### src/rtl/jt900h_memwr.sv
// jt900h_memwr: write-back sequencer for ALU results going to memory.
// Splits a byte/word/long result into little-endian 16-bit bus pieces,
// runs the bus_cs/bus_ok handshake and pulses done (with err for bad widths).
// Optional feature macro: JT900H_WR_BUF_EN adds a one-entry request buffer so a
// new request can be queued while the bus is busy and issued back-to-back.
module jt900h_memwr #(
  parameter int AW = 24
) (
  input  logic          clk,
  input  logic          rst,
  input  logic          cen,
  input  logic          start,
  input  logic [2:0]    w,
  input  logic [31:0]   din,
  input  logic [AW-1:0] addr,
  output logic          busy,
  output logic          done,
  output logic          err,
  output logic          bus_cs,
  output logic [AW-1:0] bus_addr,
  output logic [15:0]   bus_dout,
  output logic [1:0]    bus_we,
  input  logic          bus_ok
);

  typedef enum logic { IDLE, BUS } state_t;

  typedef struct packed {
    logic [2:0]    w;
    logic [31:0]   d;
    logic [AW-1:0] a;
  } req_t;

  state_t      state, state_nx;
  req_t        cur, cur_nx;
  logic [1:0]  pc, pc_nx;
  logic        done_nx, err_nx;
  logic        take, launch;
  req_t        launch_req, in_req;

`ifdef JT900H_WR_BUF_EN
  req_t        pend, pend_nx;
  logic        pend_full, pend_full_nx;
`endif

  logic [7:0]    b0, b1, b2, b3;
  logic [AW-1:0] p_addr;
  logic [1:0]    p_we;
  logic [15:0]   p_dout;
  logic          p_last;

  function automatic logic onehot(input logic [2:0] v);
    return (v == 3'b001) || (v == 3'b010) || (v == 3'b100);
  endfunction

  assign {b3, b2, b1, b0} = cur.d;
  assign in_req = {w, din, addr};

`ifdef JT900H_WR_BUF_EN
  assign busy = pend_full;
`else
  assign busy = (state != IDLE);
`endif

  assign take = start & ~busy;

  // Decode the current piece (address, lane enables, data, last flag) from the
  // latched request and piece counter; unused lanes carry the same byte.
  always_comb begin
    // NOTE: every output of a combinational block gets a default first so no latch is inferred.
    p_addr = cur.a;
    p_we   = 2'b00;
    p_dout = 16'h0000;
    p_last = 1'b1;
    if (cur.w[0]) begin
      p_we   = cur.a[0] ? 2'b10 : 2'b01;
      p_dout = {b0, b0};
    end else if (cur.w[1]) begin
      if (!cur.a[0]) begin
        p_we   = 2'b11;
        p_dout = {b1, b0};
      end else if (pc == 2'd0) begin
        p_we   = 2'b10;
        p_dout = {b0, b0};
        p_last = 1'b0;
      end else begin
        p_addr = cur.a + AW'(1);
        p_we   = 2'b01;
        p_dout = {b1, b1};
      end
    end else begin
      if (!cur.a[0]) begin
        p_we = 2'b11;
        if (pc == 2'd0) begin
          p_dout = {b1, b0};
          p_last = 1'b0;
        end else begin
          p_addr = cur.a + AW'(2);
          p_dout = {b3, b2};
        end
      end else begin
        case (pc)
          2'd0: begin
            p_we   = 2'b10;
            p_dout = {b0, b0};
            p_last = 1'b0;
          end
          2'd1: begin
            p_addr = cur.a + AW'(1);
            p_we   = 2'b11;
            p_dout = {b2, b1};
            p_last = 1'b0;
          end
          default: begin
            p_addr = cur.a + AW'(3);
            p_we   = 2'b01;
            p_dout = {b3, b3};
          end
        endcase
      end
    end
  end

  // Bus outputs are driven only while a piece is active; zero otherwise.
  always_comb begin
    bus_cs   = (state == BUS);
    bus_addr = bus_cs ? p_addr : '0;
    bus_we   = bus_cs ? p_we   : 2'b00;
    bus_dout = bus_cs ? p_dout : 16'h0000;
  end

  // Next-state logic: accept/launch requests, advance pieces, raise done/err.
  always_comb begin
    state_nx   = state;
    cur_nx     = cur;
    pc_nx      = pc;
    done_nx    = 1'b0;
    err_nx     = 1'b0;
    launch     = 1'b0;
    launch_req = in_req;
`ifdef JT900H_WR_BUF_EN
    pend_nx      = pend;
    pend_full_nx = pend_full;
`endif
    case (state)
      IDLE: begin
`ifdef JT900H_WR_BUF_EN
        if (pend_full) begin
          launch       = 1'b1;
          launch_req   = pend;
          pend_full_nx = 1'b0;
        end else
`endif
        if (take) launch = 1'b1;
      end
      BUS: begin
        if (bus_ok && p_last) begin
          done_nx  = 1'b1;
          state_nx = IDLE;
`ifdef JT900H_WR_BUF_EN
          // A valid queued request starts on the very next cycle; an invalid
          // one waits in the buffer so its own done/err pulse stays separate.
          if (pend_full) begin
            if (onehot(pend.w)) begin
              launch       = 1'b1;
              launch_req   = pend;
              pend_full_nx = 1'b0;
            end
          end else if (take) begin
            if (onehot(w)) begin
              launch = 1'b1;
            end else begin
              pend_nx      = in_req;
              pend_full_nx = 1'b1;
            end
          end
`endif
        end else begin
          if (bus_ok) pc_nx = pc + 2'd1;
`ifdef JT900H_WR_BUF_EN
          if (take) begin
            pend_nx      = in_req;
            pend_full_nx = 1'b1;
          end
`endif
        end
      end
      default: state_nx = IDLE;
    endcase
    if (launch) begin
      cur_nx = launch_req;
      pc_nx  = 2'd0;
      if (onehot(launch_req.w)) begin
        state_nx = BUS;
      end else begin
        state_nx = IDLE;
        done_nx  = 1'b1;
        err_nx   = 1'b1;
      end
    end
  end

  // State register: synchronous reset, otherwise advances only on cen.
  always_ff @(posedge clk) begin
    if (rst) begin
      // NOTE: the request buffer is a handful of flops, so it is reset with the rest to keep outputs deterministic.
      state <= IDLE;
      cur   <= '0;
      pc    <= 2'd0;
      done  <= 1'b0;
      err   <= 1'b0;
`ifdef JT900H_WR_BUF_EN
      pend      <= '0;
      pend_full <= 1'b0;
`endif
    end else if (cen) begin
      // NOTE: sequential state uses non-blocking assignments so all registers update together.
      state <= state_nx;
      cur   <= cur_nx;
      pc    <= pc_nx;
      done  <= done_nx;
      err   <= err_nx;
`ifdef JT900H_WR_BUF_EN
      pend      <= pend_nx;
      pend_full <= pend_full_nx;
`endif
    end
  end

endmodule

### config.mk
export PLATFORM = sky130hd
export DESIGN_NAME = jt900h_memwr
export DESIGN_NICKNAME = d
export VERILOG_FILES = /design/src/rtl/jt900h_memwr.sv
export SDC_FILE = /design/constraint.sdc
export NUM_CORES = 1
export LEC_CHECK = 0
export BUFFER_PORTS_ARGS = -buffer_cell sky130_fd_sc_hd__buf_4
export CAP_MARGIN = 20
export CORE_MARGIN = 4
export CORE_UTILIZATION = 37
export CTS_CLUSTER_SIZE = 12
export DETAILED_ROUTE_END_ITERATION = 10
export GPL_ROUTABILITY_DRIVEN = 0
export PLACE_DENSITY = 0.72
export SYNTH_ARGS = -nofsm -noshare
export SYNTH_HDL_FRONTEND = slang
export SYNTH_SLANG_ARGS = --single-unit
### constraint.sdc
create_clock -name clk -period 2.6 [get_ports clk]
set_clock_uncertainty 0.15 [all_clocks]
set_input_delay 0.52 -clock clk [delete_from_list [all_inputs] [get_ports clk]]
set_output_delay 0.52 -clock clk [all_outputs]
set_load 0.1 [all_outputs]
# After elaboration in Yosys (flattened, before gate mapping)
# Index checks and enable logic that the tools add are counted.
# totals
out_inout_bits,46
ff_bits,63
word_cells,73
inputBits,64
# classes
n_addsub,4
n_eq_ne,5
reduce_logical,9
bitwise_logic,2
muxes,46
# ops
cell,count
$mux 24,7
$mux 16,7
$add 24x2->24 const B,2
$pmux 24 s2,1
$pmux 16 s2,1
$add 24x1->24 const B,1
$mux 2,11
$mux 1,18
$pmux 2 s2,1
$reduce_and 4->1,1
$reduce_bool 2->1,2
$eq 3x1->1 const B,1
$eq 3x2->1 const B,1
$eq 3x3->1 const B,1
$add 2x1->2 const B,1
$eq 2x1->1 const B,1
$logic_not 2->1,1
$logic_or 1x1->1,2
$ne 2x2->1 const B,1
$reduce_and 2->1,1
$reduce_or 2->1,1
$and 1x1->1,1
$logic_and 1x1->1,1
$not 1->1,1

# Logic depth before layout (Yosys ltp)
# depth
word_depth,11
mapped_depth,10
ltp_nobuf,9

# Worst setup path before layout
# OpenSTA, ideal clock, no wires.
# synth_path
kind,reg-to-output
from,"register state, in the netlist bus_cs"
to,output bus_addr[13]
arrival_ps,4215
slack_ps,-2285
t_required_ps,1930
path_stages_with_launch,6
path_buffers,1
cell_sequence,dfxtp_1 inv_1 clkbuf_1 a211o_1 or2_2 o31ai_1
# synth_via
elab_chain_len,1
# synth_rtl
element,line,rtl
start: declaration,34,"state_t state, state_nx;"
start signal: assignment,218,state <= state_nx;
$mux 24,127,bus_addr = bus_cs ? p_addr : '0;
end: declaration,20,"output logic [AW-1:0] bus_addr,"
# No other way between the ends.

# Worst setup path after layout
# layout_path
from,register pc[0]
to,output bus_addr[13]
# layout_via
elab_chain_len,6
elab_cells_between_ends,10
cone_classes,eq/ne (1); mux (8); reduce/logical (1)
# layout_rtl
element,line,rtl
start: declaration,36,"logic [1:0] pc, pc_nx;"
start signal: assignment,220,pc <= pc_nx;
$eq 2x1->1 / $logic_not 2->1 (equally long branches),"102, 82, 94",
$pmux 24 s2 (tied with other cells),102,case (pc)
"$mux 24, on equally long branches","92, 79",
$mux 24 (*),78,end else if (cur.w[1]) begin
$mux 24 (*),75,if (cur.w[0]) begin
$mux 24 (*),127,
# Every way passes the cells marked *; elsewhere a longest branch is shown, timed or not.

==> results.sh <==
export IMPL_synth_top_cell_area_share=0.2709
export IMPL_sw_frac_of_total=0.3304
export IMPL_h_tree_depth=3
export IMPL_hold_violations=0
export IMPL_avgSynthCellArea_um2=6.661
export IMPL_cts_tree="yes"
export IMPL_synthTopCellsByArea="dfxtp_1 (27%), nand2_1 (13%), a21oi_1 (12%)"
export IMPL_status="finished with violations"
export IMPL_fp_dieW_um=120.2
export IMPL_cp_end_kind="primary output"
export IMPL_grt_pass1_vias=6476
export IMPL_yosysMostFrequentCell="nand2_1"
export IMPL_dieArea_um2=14440
export IMPL_grt_busiest_layer="met2"
export IMPL_endpoint="bus_addr[13]"
export IMPL_synth_enable_flop_cells=0
export IMPL_ys_ff_latch=63
export IMPL_syn_area_um2=4656
export IMPL_post_dp_cell_area_um2=6879
export IMPL_path_class="register to primary output"
export IMPL_synthCells=699
export IMPL_cap_violations=0
export IMPL_grt_overflow_total=0
export IMPL_power_density_nw_per_um2=380.7
export IMPL_hpwl_um=13750
export IMPL_async_reset_ff_frac=0
export IMPL_ys_top_cells_by_count="nand2_1 (158), a21oi_1 (113), o21ai_0 (71), dfxtp_1 (63), clkbuf_1 (49)"
export IMPL_hold_path_class="primary input to register"
export IMPL_clkPwrFrac=0.407
export IMPL_period_share=1.242
export IMPL_path_max_fanout=5
export IMPL_setup_violations=40
export IMPL_grt_pass1_wl_um=32470
export IMPL_rsz0062_at_grt="yes"
export IMPL_ctsHoldBuffers=0
export IMPL_synth_top_flop_cell="dfxtp_1"
export IMPL_area_growth_pct=85.65
export IMPL_wl_um=23950
export IMPL_worst_endpoint_required_ns=1.93
export IMPL_place_inst=1030
export IMPL_p_comb_frac=0.265
export IMPL_wire_per_inst_um=22.07
export IMPL_violations="negative setup slack"
export IMPL_regToRegStartpoint="pc[1]"
export IMPL_ios=110
export IMPL_power_internal_w=0.002203
export IMPL_layout_drive_gt1_share=0.5038
export IMPL_vias_per_cell=6.466
export IMPL_grt_max_degree=64
export IMPL_r2r_setup_slack_ns=0.28
export IMPL_final_cell_area_um2=8643
export IMPL_drt_pass1_iter_count=6
export IMPL_r2r_cells=11
export IMPL_drv_slew=0
export IMPL_final_instance_count_excl_fill=1085
export IMPL_num_fill_cells=782
export IMPL_clk_pin_slew_ns=0.05
export IMPL_clk_latency_ns=0.34
export IMPL_initial_core_util=0.3828
export IMPL_drc=0
export IMPL_yosysTopAreaCell="dfxtp_1"
export IMPL_globalRouteTotalUtil=0.2727
export IMPL_hold_ws_ns=0.2803
export IMPL_grt_use_met2=0.4373
export IMPL_use_met1=0.3635
export IMPL_cts_root_buf="clkbuf_16"
export IMPL_die_y_um=120.2
export IMPL_startpoint="pc[0]"
export IMPL_io_buffers=109
export IMPL_drt_iter0_markers=1256
export IMPL_cts_buffers_inserted=9
export IMPL_fmax_mhz=309.6
export IMPL_pwr_share_seq=0.328
export IMPL_setup_tns_ns=-20.81
export IMPL_critPathLaunchType="register"
export IMPL_worstPathCellList="inv_2 -> ha_4 -> or3b_1 -> a21oi_2 -> o21ai_2 -> a211o_4 -> or2_4 -> o31ai_4 -> buf_12"
export IMPL_cp_arrival_ns=2.56
export IMPL_leakage_nw=3.214
export IMPL_placementRows=40
export IMPL_tightest_slew_ns=0.7147
export IMPL_synth_cell_types=69
export IMPL_p_sw_w=0.001087
export IMPL_pre_cts_ws_ns=-0.4312
export IMPL_ys_warn_count=0
export IMPL_antenna_found_initial=0
export IMPL_cp_slowest_cell="or3b_1"
export IMPL_slew_headroom=0.5235
export IMPL_synth_yosys_seq_area_share=0.2709
export IMPL_use_met3=0.05145
export IMPL_cts_sinks=63
export IMPL_cts_path_max_buffers=2
export IMPL_fin_nets=983
export IMPL_period_minus_slack_ns=3.230
export IMPL_core_um2=12160
export IMPL_worst_ir_drop_vdd_mv=0.3132
export IMPL_synthesis_nets=770
export IMPL_vias=7016
export IMPL_diodes=0
export IMPL_layout_setup_ws_ns=-0.6297
export IMPL_r2r_end="pc[1]"
export IMPL_slowest_delay_ns=0.36
export IMPL_ant_nets=0
==> final cells by class <==
class	instances	area [um^2]	area share
multi-input cells	560	4120	0.4767
repair buffers	264	2634	0.3047
flip-flops and latches	63	1290	0.1492
clock buffers	9	225.2	0.02606
well taps	168	210.2	0.02432
clock inverters	7	102.6	0.01187
inverters	14	61.31	0.007093
==> placed cells by master (no fill, tap or decap), types with 8 or more instances in the layout <==
cell | netlist | routed
o21ai_0 | 71 | 22
buf_6 | 0 | 17
a21oi_4 | 0 | 14
a21oi_1 | 113 | 89
buf_4 | 2 | 201
buf_12 | 0 | 43
dfxtp_1 | 63 | 46
nand4_1 | 8 | 8
a21oi_2 | 0 | 10
dfxtp_2 | 0 | 14
clkbuf_16 | 0 | 10
o21ai_1 | 1 | 21
nand2_1 | 158 | 151
o21ai_2 | 0 | 24
nand3_1 | 20 | 17
a31oi_1 | 12 | 10
nor2_1 | 28 | 17
==> worst max-delay path, delay by kind of cell, from the launching register on <==
kind	cells	cell delay [ns]
compound gates	4	0.78
simple gates	2	0.63
flops	1	0.35
buf+inv	2	0.27
fa+ha+maj	1	0.17
==> logic make-up (layout without fill, tap and decap cells) <==
logic type / count (synthesis) / after routing / share of synthesized area
flip-flops: 63 / 63 / 0.2709
multiplexers: 3 / 3 / 0.006719
adder cells (fa/ha/maj): 7 / 7 / 0.01881
AND/OR/NAND/NOR: 265 / 266 / 0.2647
buffers and inverters: 77 / 294 / 0.06557
XOR/XNOR: 4 / 4 / 0.007526
AO/OA/AOI/OAI: 280 / 280 / 0.3658
==> layer usage <==
metal  up-vias  routed length (um)
li1       2970                   -
met1      3225                8797
met2       634               10720
met3       187                2996
met4         0                1434
met5         -                   0
==> flip-flops by register name, summed over array words and instances, names as in the netlist <==
name	cells
b0	8
b1	8
b2	8
b3	8
bus_cs	1
cur	26
done	1
err	1
pc	2
==> worst min-delay path by stage <==
stage | start | end | slack, ns | cells past startpoint
floorplan | b1[7] | b1[7] | 0.29 | 2
global placement | pc[0] | pc[0] | 0.31 | 2
detailed placement | b1[7] | b1[7] | 0.31 | 2
CTS | din[17] | b2[1] | 0.28 | 3
global route | addr[17] | cur[17] | 0.28 | 3
finish | addr[17] | cur[17] | 0.28 | 3
==> per-stage QoR <==
step                      utilization  total power [W]
after floorplan                     -         0.001523
after global placement         0.5656         0.001757
after detailed placement       0.5656         0.001777
after CTS                      0.6675         0.003178
after global routing           0.7107         0.003384
final                          0.7107         0.003290
==> power groups by stage <==
stage / combinational [W] / sequential, W / clock [W]
2_1_floorplan: 0.000438 / 0.00108 / 0
3_3_place_gp: 0.000676 / 0.00108 / 0
3_5_place_dp: 0.000693 / 0.00108 / 0
4_1_cts: 0.000769 / 0.00107 / 0.00134
5_1_grt: 0.000911 / 0.00108 / 0.00139
6_report: 0.000873 / 0.00108 / 0.00134
==> repair_timing <==
action / CTS / global route
setup buffers: 16 / 22
setup endpoints to repair: 41 / 41
pin swaps: 35 / 55
gates resized for setup: 217 / 82
cloned: 2 / 1
Power figures use the tool's default switching activity.
